<file path="src/rtl/adder_result_stage.sv">
// Result stage behind a 32-bit adder. It derives the {N,Z,C,V} flags for each
// result, buffers up to two results in order with a valid/ready handshake on
// both sides, and keeps a saturating count of overflowing results that have
// been delivered downstream.
module adder_result_stage #(
  parameter int OVF_CNT_W = 8
) (
  input  logic                 clk,
  input  logic                 rst_n,
  input  logic                 in_valid,
  output logic                 in_ready,
  input  logic [31:0]          in_sum,
  input  logic                 in_cout,
  input  logic                 in_a_msb,
  input  logic                 in_b_msb,
  output logic                 out_valid,
  input  logic                 out_ready,
  output logic [31:0]          out_sum,
  output logic [3:0]           out_flags,
  input  logic                 ovf_clr,
  output logic [OVF_CNT_W-1:0] ovf_cnt
);

  localparam logic [OVF_CNT_W-1:0] OVF_MAX = {OVF_CNT_W{1'b1}};
  localparam logic [OVF_CNT_W-1:0] OVF_ONE = OVF_CNT_W'(1);

  // Flags in {N,Z,C,V} order. Signed overflow happens when both operands
  // share a sign and the sum's sign differs from it.
  function automatic logic [3:0] calc_flags(
    input logic [31:0] sum,
    input logic        cout,
    input logic        a_msb,
    input logic        b_msb
  );
    logic n, z, c, v;
    n = sum[31];
    z = (sum == 32'h0000_0000);
    c = cout;
    v = (a_msb == b_msb) & (sum[31] != a_msb);
    return {n, z, c, v};
  endfunction

  // The head entry always sits in head_*_r, so the outputs come straight
  // from registers; the tail slot only holds the second-oldest result.
  logic [1:0]           count_r;
  logic [31:0]          head_sum_r;
  logic [3:0]           head_flags_r;
  logic [31:0]          tail_sum_r;
  logic [3:0]           tail_flags_r;
  logic [OVF_CNT_W-1:0] ovf_cnt_r;

  logic                 push_s;
  logic                 pop_s;
  logic [3:0]           new_flags_s;

  assign in_ready    = (count_r < 2'd2);
  assign out_valid   = (count_r != 2'd0);
  assign push_s      = in_valid & in_ready;
  assign pop_s       = out_valid & out_ready;
  assign new_flags_s = calc_flags(in_sum, in_cout, in_a_msb, in_b_msb);

  assign out_sum   = head_sum_r;
  assign out_flags = head_flags_r;
  assign ovf_cnt   = ovf_cnt_r;

  // Two-entry in-order buffer: occupancy count plus head/tail slots.
  always_ff @(posedge clk or negedge rst_n) begin
    if (!rst_n) begin
      count_r      <= 2'd0;
      head_sum_r   <= 32'h0000_0000;
      head_flags_r <= 4'b0000;
      tail_sum_r   <= 32'h0000_0000;
      tail_flags_r <= 4'b0000;
    end else begin
      case (count_r)
        2'd0: begin
          if (push_s) begin
            head_sum_r   <= in_sum;
            head_flags_r <= new_flags_s;
            count_r      <= 2'd1;
          end
        end
        2'd1: begin
          if (push_s && pop_s) begin
            // Head leaves and the new result replaces it directly.
            head_sum_r   <= in_sum;
            head_flags_r <= new_flags_s;
          end else if (push_s) begin
            tail_sum_r   <= in_sum;
            tail_flags_r <= new_flags_s;
            count_r      <= 2'd2;
          end else if (pop_s) begin
            count_r      <= 2'd0;
          end
        end
        2'd2: begin
          // in_ready is low here, so only a pop can happen.
          if (pop_s) begin
            head_sum_r   <= tail_sum_r;
            head_flags_r <= tail_flags_r;
            count_r      <= 2'd1;
          end
        end
        default: begin
          // Unreachable encoding: fall back to empty.
          count_r <= 2'd0;
        end
      endcase
    end
  end

  // Saturating count of delivered overflow results; clear has priority.
  always_ff @(posedge clk or negedge rst_n) begin
    if (!rst_n) begin
      ovf_cnt_r <= '0;
    end else if (ovf_clr) begin
      ovf_cnt_r <= '0;
    end else if (pop_s && head_flags_r[0] && (ovf_cnt_r != OVF_MAX)) begin
      ovf_cnt_r <= ovf_cnt_r + OVF_ONE;
    end
  end

endmodule

</file>
<file path="config.mk">
export PLATFORM = sky130hd
export DESIGN_NAME = adder_result_stage
export DESIGN_NICKNAME = d
export VERILOG_FILES = /design/src/rtl/adder_result_stage.sv
export SDC_FILE = /design/constraint.sdc
export NUM_CORES = 1
export LEC_CHECK = 0
export ABC_AREA = 1
export CORE_MARGIN = 8
export CORE_UTILIZATION = 49
export CTS_CLUSTER_DIAMETER = 50
export DETAILED_ROUTE_END_ITERATION = 8
export GPL_TIMING_DRIVEN = 0
export PLACE_DENSITY_LB_ADDON = 0.25
export SETUP_SLACK_MARGIN = 0.3
export SYNTH_ARGS = -nofsm -noshare
export SYNTH_HDL_FRONTEND = slang
export SYNTH_SLANG_ARGS = --single-unit
</file>
<file path="constraint.sdc">
create_clock -name clk -period 1.95 [get_ports clk]
set_clock_uncertainty 0.2 [all_clocks]
set_input_delay 0.39 -clock clk [delete_from_list [all_inputs] [get_ports clk]]
set_output_delay 0.39 -clock clk [all_outputs]
set_load 0.03 [all_outputs]
</file>
==> impl_metrics.ini <==
[sta]
fmax_mhz = 581
slew_headroom_pct = 68.7
hold_viol_final = 0
fin_tns_setup_ns = 0
layout_setup_ws_ns = 0.229
period_share_pct = 88.2
finalCriticalPeriod_ns = 1.72
rsz0062_at_grt = yes
final-setup-viol-count = 0
worstMarginPinSlew_ns = 0.469
slew_violations = 0

[placement]
io_buffers = 85
pre_cts_slack_ns = -0.276
globalplace.congestion = 0.799
dp.cells = 640
hpwl_um = 6830

[layout]
area_growth_pct = 47.9
final_cell_count_no_fill = 677
num_antenna_cells = 0
fillerInstances = 548
drive_above_1_share_pct = 27.5
post-route-util_pct = 74.1
fin_nets = 614

[setup_path]
timing.rr.end = out_sum[11]
rr_worst_depth = 9
crit_buf_inv = 4
worstReg2RegStart = count_r[0]
cp_max_fo = 7
path_cells = clkdlybuf4s50_1 -> nand2_4 -> nor3_4 -> inv_2 -> buf_8 -> clkbuf_16 -> nand2_2 -> nand2_1
slowest_delay_ns = 0.50
worstSetupPathType = in -> reg
start_kind = input port
arrival_ns = 1.77
reg2reg_slack_ns = 0.24
cp-startpoint = in_valid
crit_family = buffers and inverters
cp-end-kind = flip-flop
worstPathRequired_ns = 1.99
crit_slowest_cell = clkdlybuf4s50_1

[route]
wl_per_cell_um = 15.9
routed_wl_um = 10800
via_per_inst = 5.25
remaining_drc_errors = 0
route.vias.total = 3556
ant_nets = 0
drtIter0Drc = 125
drtPass1Iterations = 4

[min_path]
hold_start = tail_sum_r[26]
hold_end = tail_sum_r[26]
hold_class = reg -> reg
holdPathStages = 2

[run_status]
status = finished clean

[global_routing]
gr-total-overflow = 0
grt_pass1_wl_um = 16300
antenna_found_initial = 0
grt_max_degree = 49
grt_pass1_vias = 3448
track_usage_pct = 19.8

[floorplanning]
rows = 31
fp.coreArea_um2 = 7210
initial_utilization_pct = 50.1
fp.dieH_um = 102
die_w_um = 102
pin_count = 86
die_area_um2 = 10400

[synth]
syn_area_um2 = 3620
ys_types = 22
synth-edff-count = 0
yosys_register_bits = 80
syn_nets = 496
yosysWarnings = 0
synth_cells = 455
avgSynthCellArea_um2 = 7.95
ys.flop_type = dfrtp_1
yosysSeqAreaShare_pct = 55.4
async_flop_share_pct = 100

[cts]
cts_sinks = 80
cts.path.max_buffers = 2
cts_tree = built
clk_pin_slew_worst_paths_ns = 0.08
h-tree-depth = 3
numCtsBuffers = 9
cts_root_buffer = clkbuf_8
clk_latency_ns = 0.34

[run]
maxCapViolCount = 0

[pwr]
p_leak_uw = 0.00254
sw_frac_of_total_pct = 41.8
seqPwrFrac_pct = 35.9
p_switching_uw = 3400
power_uw = 8130
comb_power_share_pct = 48.6
power_density_nw_per_um2 = 1520
p_int_uw = 4730
irDropWorstVdd_v = 0.000949
clkPwrFrac_pct = 15.5
worst min-delay path, cell delays in order, from the launching register on:
cell and delay (ns):
dfrtp_1 0.35, nand2_1 0.05, nand2_1 0.05
registers in the layout, indices dropped and copies added (netlist names):
register / cells
count_r: 2
out_flags: 3
out_sum: 32
ovf_cnt: 8
tail_flags_r: 3
tail_sum_r: 32
stage by stage:
stage / cell area (um2) / hold slack, ns
3_5_place_dp: 4650 / 0.173
2_1_floorplan: 3650 / -0.106
4_1_cts: 4980 / 0.278
6_report: 5350 / 0.276
3_3_place_gp: 4630 / 0.253
5_1_grt: 5350 / 0.302
logic make-up (layout without fill, tap and decap cells):
family	count (synthesis)	in the layout	synth area share (%)
AOI/OAI and AO/OA	47	47	7.79
xor gates and xnor gates	1	1	0.242
adders and majority gates	1	1	0.346
buffers and inverters	38	160	4.98
DFF	80	80	55.4
and+or+nand+nor	288	289	31.3
layer usage:
metal | track usage [%] | wire length (um)
met5 | 0 | 0
met2 | 34.4 | 5450
met1 | 23.8 | 4460
met3 | 4.02 | 679
met4 | 6.55 | 169
worst max path at each step:
stage                     end  slack, ns  cells after the start
5_1_grt           out_sum[11]       0.14                      9
4_1_cts             out_valid       0.23                      3
3_5_place_dp      out_sum[30]      -0.28                      7
3_3_place_gp       ovf_cnt[4]      -2.86                      1
6_report       tail_sum_r[16]       0.23                      8
2_1_floorplan      ovf_cnt[0]       0.28                      8
power groups by stage:
stage	registers, uW	clock network, uW	logic, uW
after global placement	2850	0	3360
after floorplan	3530	0	1370
final	2920	1260	3950
after global routing	3010	1350	4280
after CTS	2850	1280	3410
after detailed placement	2870	0	3440
what timing repair did:
item	CTS	global route
pin swaps	1	17
hold endpoints to repair	32	0
endpoints found under the setup margin	114	88
gates resized for setup	190	101
setup buffers	4	9
cloned	1	6
hold buffers	1	0
cell usage in the layout (no fill, tap or decap), types with 3 or more instances in the layout:
cell type	instances
buf_4	13
clkbuf_4	5
nand3_1	11
nand2_2	29
dfrtp_1	76
a31oi_1	33
inv_1	10
o21ai_0	9
buf_6	12
buf_2	19
nand2_4	11
clkbuf_16	5
clkbuf_8	12
inv_2	3
clkinvlp_4	3
clkdlybuf4s15_2	25
buf_8	6
clkdlybuf4s50_1	37
nor2_1	65
nand2_1	165
dfrtp_2	4
synthesized netlist by cell type, types with 2 or more instances:
library cell	n	area share [%]
a21oi_1	2	0.28
a31oi_1	33	5.7
buf_2	15	2.1
buf_6	2	0.62
clkbuf_1	5	0.52
dfrtp_1	80	55
inv_1	10	1.0
inv_2	5	0.52
nand2_1	200	21
nand2_2	4	0.69
nand3_1	11	1.5
nand4_1	2	0.35
nor2_1	67	7.0
nor3_1	2	0.28
o21ai_0	10	1.4
area by class of cell:
cell class,instances,area [um2],area share [%]
buffer,23,260,4.87
clock buffer,12,155,2.90
clock inverter,4,52.6,0.983
inverter,15,63.8,1.19
multi-input combinational,338,1610,30.0
sequential,80,2010,37.5
tap,99,124,2.32
timing repair buffer,106,1080,20.1
Note: power is estimated with default switching activity, not from simulation.
